`config.mk`:
```
export PLATFORM = sky130hd
export DESIGN_NAME = uart_tx_drain
export DESIGN_NICKNAME = d
export VERILOG_FILES = /design/src/rtl/uart_tx_drain.sv
export SDC_FILE = /design/constraint.sdc
export NUM_CORES = 1
export LEC_CHECK = 0
export BUFFER_PORTS_ARGS = -buffer_cell sky130_fd_sc_hd__buf_2
export CAP_MARGIN = 0
export CORE_MARGIN = 2
export CORE_UTILIZATION = 45
export DETAILED_ROUTE_END_ITERATION = 10
export HOLD_SLACK_MARGIN = 0.06
export PLACE_DENSITY = 0.66
export REMOVE_ABC_BUFFERS = 1
export SLEW_MARGIN = 20
export SYNTH_ARGS = -nofsm -noshare
export SYNTH_HDL_FRONTEND = slang
export SYNTH_SLANG_ARGS = --single-unit
```
`constraint.sdc`:
```
create_clock -name clk -period 6.5 [get_ports clk]
set_input_delay 0.65 -clock clk [delete_from_list [all_inputs] [get_ports clk]]
set_output_delay 0.65 -clock clk [all_outputs]
set_load 0.05 [all_outputs]
```
`src/rtl/uart_tx_drain.sv`:
```
// uart_tx_drain
// Pops one word at a time from a sync_fifo read port and serialises it as an
// asynchronous UART frame: 1 start bit, DATA_WIDTH data bits LSB first,
// no parity, STOP_BITS stop bits. This block is the only reader of the FIFO.
//
// Ports:
//   clk         system clock, rising edge
//   rst         asynchronous active-high reset
//   tx_en       allows new frames to start; a frame in flight always completes
//   fifo_empty  FIFO empty flag
//   fifo_data   FIFO read data, valid the cycle after r_en is sampled
//   fifo_r_en   FIFO read strobe, one cycle per frame
//   tx          serial line, idle high
//   busy        high whenever the FSM is not IDLE
//   tx_done     one-cycle pulse in the first IDLE cycle after the last stop bit
//
// state | meaning
// IDLE  | line high, waiting for tx_en and a non-empty FIFO
// POP   | fifo_r_en high for this single cycle
// LOAD  | FIFO presents the popped word; captured on the exit edge
// START | start bit (low) for CLKS_PER_BIT cycles
// DATA  | data bits LSB first, CLKS_PER_BIT cycles each
// STOP  | stop bits (high) for STOP_BITS*CLKS_PER_BIT cycles
module uart_tx_drain #(
  parameter int CLK_FREQ   = 100_000_000,
  parameter int BAUD       = 9600,
  parameter int DATA_WIDTH = 8,
  parameter int STOP_BITS  = 1
) (
  input  logic                  clk,
  input  logic                  rst,
  input  logic                  tx_en,
  input  logic                  fifo_empty,
  input  logic [DATA_WIDTH-1:0] fifo_data,
  output logic                  fifo_r_en,
  output logic                  tx,
  output logic                  busy,
  output logic                  tx_done
);

  localparam int CLKS_PER_BIT = CLK_FREQ / BAUD;
  localparam int BAUD_W = (CLKS_PER_BIT > 1) ? $clog2(CLKS_PER_BIT) : 1;
  // One index register serves both the data bits and the stop bits.
  localparam int IDX_W = $clog2(DATA_WIDTH + 1);

  localparam logic [BAUD_W-1:0] BAUD_LAST = BAUD_W'(CLKS_PER_BIT - 1);
  localparam logic [IDX_W-1:0]  DATA_LAST = IDX_W'(DATA_WIDTH - 1);
  localparam logic [IDX_W-1:0]  STOP_LAST = IDX_W'(STOP_BITS - 1);

  typedef enum logic [2:0] {
    IDLE,
    POP,
    LOAD,
    START,
    DATA,
    STOP
  } state_t;

  state_t                state;
  logic [BAUD_W-1:0]     baud_cnt;
  logic [IDX_W-1:0]      bit_idx;
  logic [DATA_WIDTH-1:0] shift_reg;
  logic [DATA_WIDTH-1:0] shift_next;
  logic                  bit_end;

  assign shift_next = shift_reg >> 1;
  assign bit_end    = (baud_cnt == BAUD_LAST);

  // Decoded only from the state register, so no input reaches it combinationally.
  assign busy = (state != IDLE);

  always_ff @(posedge clk or posedge rst) begin
    if (rst) begin
      state     <= IDLE;
      tx        <= 1'b1;
      fifo_r_en <= 1'b0;
      tx_done   <= 1'b0;
      baud_cnt  <= '0;
      bit_idx   <= '0;
      shift_reg <= '0;
    end else begin
      fifo_r_en <= 1'b0;
      tx_done   <= 1'b0;

      case (state)
        IDLE: begin
          tx       <= 1'b1;
          baud_cnt <= '0;
          bit_idx  <= '0;
          if (tx_en && !fifo_empty) begin
            state     <= POP;
            fifo_r_en <= 1'b1;
          end
        end

        POP: begin
          baud_cnt <= '0;
          state    <= LOAD;
        end

        // fifo_data is valid now because the FIFO sampled r_en on the POP exit edge.
        LOAD: begin
          shift_reg <= fifo_data;
          tx        <= 1'b0;
          baud_cnt  <= '0;
          state     <= START;
        end

        START: begin
          if (bit_end) begin
            baud_cnt <= '0;
            bit_idx  <= '0;
            tx       <= shift_reg[0];
            state    <= DATA;
          end else begin
            baud_cnt <= baud_cnt + 1'b1;
          end
        end

        // tx is registered, so on each bit boundary it takes the bit that
        // will sit in shift_reg[0] after this shift.
        DATA: begin
          if (bit_end) begin
            baud_cnt  <= '0;
            shift_reg <= shift_next;
            if (bit_idx == DATA_LAST) begin
              bit_idx <= '0;
              tx      <= 1'b1;
              state   <= STOP;
            end else begin
              bit_idx <= bit_idx + 1'b1;
              tx      <= shift_next[0];
            end
          end else begin
            baud_cnt <= baud_cnt + 1'b1;
          end
        end

        STOP: begin
          tx <= 1'b1;
          if (bit_end) begin
            baud_cnt <= '0;
            if (bit_idx == STOP_LAST) begin
              bit_idx <= '0;
              tx_done <= 1'b1;
              state   <= IDLE;
            end else begin
              bit_idx <= bit_idx + 1'b1;
            end
          end else begin
            baud_cnt <= baud_cnt + 1'b1;
          end
        end

        default: begin
          tx    <= 1'b1;
          state <= IDLE;
        end
      endcase
    end
  end

endmodule

```
==> run_results.csv, run 1 <==
group,metric,value,unit
status,run_status,"finished, final reports clean",
pwr,power.share.sequential,56.8,%
routing,routed_wire_length_per_instance,13.7,um
synthesis,ys_warn_count,0,
final_layout,num-nets-final,231,
sta,period_minus_slack,2940,ps
global_route,via_count_of_the_first_global_routing_pass,1422,
pwr,swShare,21.9,%
clock_network,cts_repair_resize_count,0,
hold_path,hp-class,"input pin to asynchronous set/reset pin",
global_route,grt_pass1_wl,6.49,mm
clock_network,cts_clock_pin_slew_for_the_worst_setup_and_hold_paths,70,ps
routing,drcViolationCount,0,
setup_path,timing.critical_path.arrival,3140,ps
setup_path,worst_path_max_delay_cell,"sky130_fd_sc_hd__nor2b_1",
final_layout,syn2layout_area_growth,11.1,%
setup_path,worst_setup_path_end_kind,"flip-flop",
clock_network,cts-buffers-inserted,5,
pwr,internal,0.000279,W
clock_network,clkSinkCount,32,
routing,postRouteAntennaNets,0,
synthesis,syn_inst,200,
floorplanning,die-width,66.4,um
floorplanning,core.rowCount,22,
pwr,p_leak,0.864,nW
synthesis,syn_area,1750,sq um
sta,number_of_hold_slack_violations_in_the_final_timing_report,0,
synthesis,synth_area_leader_cell,"sky130_fd_sc_hd__dfrtp_1",
synthesis,netlist.area_leader.share,44.3,%
pwr,comb_power_share,3.2,%
global_route,grt_start_max_net_pins,33,
placed_design,place_worst_setup_slack,3570,ps
sta,min_period_over_period,45.3,%
sta,max_freq,340,MHz
setup_path,worstSetupPathType,"flip-flop to flip-flop",
synthesis,proportion_of_synthesized_chip_area_in_sequential_cells,45.8,%
global_route,groute.usage.overall,19.5,%
synthesis,avgSynthCellArea,8.75,sq um
clock_network,clk_latency_worst_skew_pair,280,ps
synthesis,synthMostInstantiatedCell,"sky130_fd_sc_hd__dfrtp_1",
sta,timing_max_transition_violations_final,0,
synthesis,synthArstFlopShare,100,%
clock_network,postCtsSetupBuffers,0,
sta,slew_at_the_pin_closest_to_its_max_slew_limit,1000,ps
global_route,antenna_found_initial,0,
sta,fin_tns_setup,0,ps
floorplanning,ios,16,
routing,detailroute.via_count,1523,
synthesis,netlist_top_cells_area,"sky130_fd_sc_hd__dfrtp_1 44%, sky130_fd_sc_hd__o21ai_0 8.0%, sky130_fd_sc_hd__nand2_1 6.4%",
sta,finClkSkew,7.27,ps
synthesis,synth.top_cells.by_count,"31 x sky130_fd_sc_hd__dfrtp_1, 30 x sky130_fd_sc_hd__nand2_1, 28 x sky130_fd_sc_hd__o21ai_0, 14 x sky130_fd_sc_hd__nor2_1, 12 x sky130_fd_sc_hd__a31oi_1",
setup_path,timing.critical_path.from_type,"flip-flop",
floorplanning,initial_core_util,47.5,%
pwr,maximum_vdd_drop,0.111,mV
setup_path,cp_cell_sequence,"nor2b_1 > a21oi_1 > nor2_1 > o21ai_0 > a31oi_1",
pwr,power.density,184,nW/um^2
floorplanning,floorplan.die.height,66.4,um
pwr,p_switching,0.0000783,W
synthesis,synth_edf_count,0,
global_route,globalRoute.totalOverflow,0,
clock_network,cts-hold-fix-buffers,0,
routing,post_drt_via_cell_ratio,5.77,
clock_network,cts_tree,"yes",
placed_design,detailedPlacementHpwl,2.51,mm
setup_path,crit_path_max_incr_delay,840,ps
floorplanning,design.die.area,4400,sq um
sta,fin_ws,3560,ps
placed_design,port-buffer-count,15,
synthesis,most_used_flip_flop_cell_after_synthesis,"sky130_fd_sc_hd__dfrtp_1",
clock_network,h-tree-depth,2,
routing,finalWirelength,3.62,mm
job,maxCapViolations,0,
synthesis,yosys.cell_types.count,40,
floorplanning,coreArea,3690,sq um
setup_path,critPathRequiredTime,6700,ps
sta,finalSetupViolCount,0,
placed_design,globalplace.congestion,0.831,
setup_path,crit_path_max_fanout,17,
pwr,share_clk_of_total_power,40.0,%
final_layout,max_reg_flops,14,
final_layout,n_antenna_cell,0,
routing,drt-initial-drc-count,106,
sta,rsz0062_at_grt,"no",
routing,drt_pre_antenna_iters,4,
synthesis,ys_seq_elements,32,
clock_network,ctsRootBufferMaster,"sky130_fd_sc_hd__clkbuf_8",
final_layout,fraction_of_layout_instances_using_a_drive_strength_above_1,13.9,%
clock_network,ctsLongestPathBuffers,2,
sta,slew_headroom,32.9,%
-- placed cells by master, fill, tap and decap left out, types with 2 or more instances in the layout --
| cell | synthesis | layout |
|---|---|---|
| sky130_fd_sc_hd__a31oi_1 | 12 | 12 |
| sky130_fd_sc_hd__dfrtp_1 | 31 | 31 |
| sky130_fd_sc_hd__nor2b_1 | 3 | 3 |
| sky130_fd_sc_hd__and3_1 | 3 | 3 |
| sky130_fd_sc_hd__inv_1 | 8 | 8 |
| sky130_fd_sc_hd__nand2b_1 | 3 | 3 |
| sky130_fd_sc_hd__o31ai_1 | 2 | 2 |
| sky130_fd_sc_hd__buf_2 | 0 | 15 |
| sky130_fd_sc_hd__a21oi_1 | 9 | 9 |
| sky130_fd_sc_hd__nor3_1 | 5 | 5 |
| sky130_fd_sc_hd__a41oi_1 | 2 | 2 |
| sky130_fd_sc_hd__nand4_1 | 2 | 2 |
| sky130_fd_sc_hd__ha_1 | 3 | 3 |
| sky130_fd_sc_hd__o21ai_0 | 28 | 28 |
| sky130_fd_sc_hd__clkbuf_8 | 0 | 5 |
| sky130_fd_sc_hd__and2_1 | 2 | 2 |
| sky130_fd_sc_hd__nand2_1 | 30 | 30 |
| sky130_fd_sc_hd__or2_2 | 2 | 2 |
| sky130_fd_sc_hd__mux2i_1 | 7 | 7 |
| sky130_fd_sc_hd__nand3_1 | 8 | 8 |
| sky130_fd_sc_hd__nor2_1 | 14 | 14 |
-- layer usage --
layer  track usage, %  vias to the layer above  routed length [um]
met5                0                        -                   0
met4             8.67                        0                  53
met3             4.60                        4                 220
met2             27.9                       62                1550
met1             27.7                      703                1800
li1                 -                      754                   -
-- power by group through the flow --
stage	Clock, W	Sequential [W]	Combinational [W]
2_1_floorplan	0	0.000206	0.00000674
3_3_place_gp	0	0.000207	0.0000119
3_5_place_dp	0	0.000207	0.0000121
4_1_cts	0.000147	0.000203	0.0000122
5_1_grt	0.000156	0.000203	0.0000140
6_report	0.000143	0.000203	0.0000116
-- layout make-up --
cell class,instances,area (sq um)
Fill cell,347,1740
Multi-Input combinational cell,153,892
Sequential cell,32,802
Timing Repair Buffer,16,82.6
Clock buffer,6,72.6
Tap cell,48,60.1
Inverter,8,30.0
Clock inverter,1,5.00
-- worst max-delay path, delay by kind of cell, from the launching register on --
kind | cells | cell delay, ps
AOI/OAI and AO/OA | 3 | 700
DFF | 1 | 490
and+or+nand+nor | 2 | 1680
-- stage by stage --
step	utilization, %	cells	area (sq um)	hold WS, ps	total power [W]
2_1_floorplan	-	193	1720	452	0.000213
3_3_place_gp	50.6	257	1870	474	0.000219
3_5_place_dp	50.6	257	1870	499	0.000219
4_1_cts	52.7	264	1940	446	0.000363
5_1_grt	52.7	264	1940	499	0.000373
6_report	52.7	264	1940	428	0.000358
-- logic make-up after synthesis --
logic type,after synthesis,synth area share (%)
AOI/OAI and AO/OA,61,20.6
xor gates and xnor gates,1,0.500
adders and majority gates,3,2.14
buffers and inverters,15,3.22
DFF,32,45.8
muxes,7,4.00
and+or+nand+nor,81,23.7
-- final timing paths --
path	startpoint	depth (start not counted)	slack, ps	endpoint
min in group clk	baud_cnt[11]	1	510	baud_cnt[11]
max in group asynchronous	rst	3	5740	tx
min	rst	3	430	baud_cnt[6]
max	state[2]	5	3560	baud_cnt[7]
min reg2reg	baud_cnt[11]	1	510	baud_cnt[11]
max reg2reg	state[2]	5	3560	baud_cnt[7]
Power figures use the tool's default switching activity.
==> run 2: changes to the inputs <==
==> constraint.sdc (replaced) <==
create_clock -name clk -period 3 [get_ports clk]
set_input_delay 0.3 -clock clk [delete_from_list [all_inputs] [get_ports clk]]
set_output_delay 0.3 -clock clk [all_outputs]
set_load 0.05 [all_outputs]
==> run_results.csv, run 2 (synthesized netlist as in run 1, its figures left out) <==
group,metric,value,unit
status,run_status,"finished, final reports clean",
routing,postRouteAntennaNets,0,
global_route,via_count_of_the_first_global_routing_pass,1433,
setup_path,r2r-end,"shift_reg[1]",
final_layout,final_cell_count_no_fill,268,
sta,finalSetupViolCount,0,
global_route,grt_start_max_net_pins,33,
setup_path,critPathRequiredTime,3190,ps
sta,max_freq,377,MHz
floorplanning,die-width,66.4,um
floorplanning,design.die.area,4400,sq um
floorplanning,core.rowCount,22,
job,maxCapViolations,0,
sta,fin_tns_setup,0,ps
sta,timing_max_transition_violations_final,0,
clock_network,cts-hold-fix-buffers,0,
final_layout,n_antenna_cell,0,
clock_network,clk_latency_worst_skew_pair,290,ps
floorplanning,ios,16,
sta,min_period_over_period,88.4,%
clock_network,cts_tree,"yes",
setup_path,timing.critical_path.from_type,"flip-flop",
routing,post_drt_via_cell_ratio,5.71,
floorplanning,coreArea,3690,sq um
routing,finalWirelength,3.82,mm
final_layout,leading_cell_types_in_the_layout_fill_and_taps_excluded,"31 x sky130_fd_sc_hd__dfrtp_1, 30 x sky130_fd_sc_hd__nand2_1, 28 x sky130_fd_sc_hd__o21ai_0",
clock_network,h-tree-depth,2,
pwr,maximum_vdd_drop,0.281,mV
global_route,groute.usage.overall,21.4,%
pwr,power.density,419,nW/um^2
sta,finClkSkew,3.00,ps
final_layout,num-nets-final,234,
pwr,p_leak,0.891,nW
setup_path,r2r_start,"baud_cnt[8]",
clock_network,cts-buffers-inserted,5,
clock_network,cts_clock_pin_slew_for_the_worst_setup_and_hold_paths,70,ps
final_layout,final_common_cell,"sky130_fd_sc_hd__dfrtp_1",
global_route,globalRoute.totalOverflow,0,
routing,drt_pre_antenna_iters,4,
setup_path,crit_path_max_fanout,11,
setup_path,timing.reg2reg.worst_path_depth,5,
sta,number_of_hold_slack_violations_in_the_final_timing_report,0,
final_layout,fraction_of_layout_instances_using_a_drive_strength_above_1,15.9,%
placed_design,globalplace.congestion,0.838,
clock_network,postCtsSetupBuffers,0,
floorplanning,floorplan.die.height,66.4,um
clock_network,ctsRootBufferMaster,"sky130_fd_sc_hd__clkbuf_8",
setup_path,worstSetupPathType,"flip-flop to flip-flop",
setup_path,timing.critical_path.arrival,2850,ps
final_layout,syn2layout_area_growth,13.8,%
global_route,antenna_found_initial,0,
sta,slew_headroom,56.3,%
sta,period_minus_slack,2650,ps
sta,rsz0062_at_grt,"no",
routing,drcViolationCount,0,
hold_path,hp-class,"input pin to asynchronous set/reset pin",
setup_path,worst_setup_path_end_kind,"flip-flop",
routing,drt-initial-drc-count,118,
clock_network,ctsLongestPathBuffers,2,
final_layout,max_reg_flops,14,
pwr,finalPower,0.000835,W
routing,detailroute.via_count,1531,
clock_network,clkSinkCount,32,
placed_design,detailedPlacementHpwl,2.64,mm
placed_design,port-buffer-count,15,
floorplanning,initial_core_util,47.5,%
placed_design,dp.cells,260,
sta,slew_at_the_pin_closest_to_its_max_slew_limit,651,ps
setup_path,rrSetupSlack,350,ps
clock_network,cts_repair_resize_count,0,
routing,routed_wire_length_per_instance,14.3,um
global_route,grt_pass1_wl,6.95,mm
run 2: worst max-delay path by stage:
| stage | end | cells past startpoint | start | slack, ps |
|---|---|---|---|---|
| 2_1_floorplan | bit_idx[3] | 5 | baud_cnt[8] | 570 |
| 3_5_place_dp | shift_reg[1] | 5 | baud_cnt[8] | 370 |
| 6_report | shift_reg[1] | 5 | baud_cnt[8] | 350 |
| 5_1_grt | shift_reg[1] | 5 | baud_cnt[8] | 60 |
| 4_1_cts | shift_reg[1] | 5 | baud_cnt[8] | 350 |
| 3_3_place_gp | shift_reg[6] | 5 | baud_cnt[8] | 550 |
run 2: layout make-up:
class,instances,area (sq um)
Inverter,8,30.0
Timing Repair Buffer,19,105
Sequential cell,32,802
Clock buffer,8,100
Multi-Input combinational cell,153,895
Fill cell,339,1700
Tap cell,48,60.1
run 2: metal layers:
layer | global-route usage, % | part of all wire (%) | vias up
li1 | - | - | 763
met1 | 30.0 | 47 | 722
met2 | 30.5 | 46 | 40
met3 | 6.13 | 5.1 | 6
met4 | 9.18 | 1.8 | 0
met5 | 0 | 0 | -
run 2: worst max-delay path, cell delays in order, from the launching register on:
cell,delay (ps)
sky130_fd_sc_hd__dfrtp_1,440
sky130_fd_sc_hd__or4b_4,570
sky130_fd_sc_hd__nor4_4,590
sky130_fd_sc_hd__a21oi_1,310
sky130_fd_sc_hd__or2_0,390
sky130_fd_sc_hd__o21ai_0,250
run 2: where the power goes:
part	leakage, nW	switching (W)	internal (W)
Combinational	0.448	0.0000150	0.0000110
Clock	0.0515	0.000159	0.000209
Sequential	0.391	0.00000341	0.000437
Total	0.891	0.000178	0.000657
run 2: through the flow:
| step | util [%] | cell area (sq um) | setup WS [ps] | hold slack [ps] |
|---|---|---|---|---|
| finish | 54.0 | 1990 | 349 | 85.5 |
| global route | 54.0 | 1990 | 59.3 | 145 |
| CTS | 53.9 | 1990 | 349 | 90.8 |
| detailed placement | 51.2 | 1890 | 365 | 412 |
| global placement | 51.2 | 1890 | 551 | 404 |
| floorplan | - | 1720 | 568 | 415 |
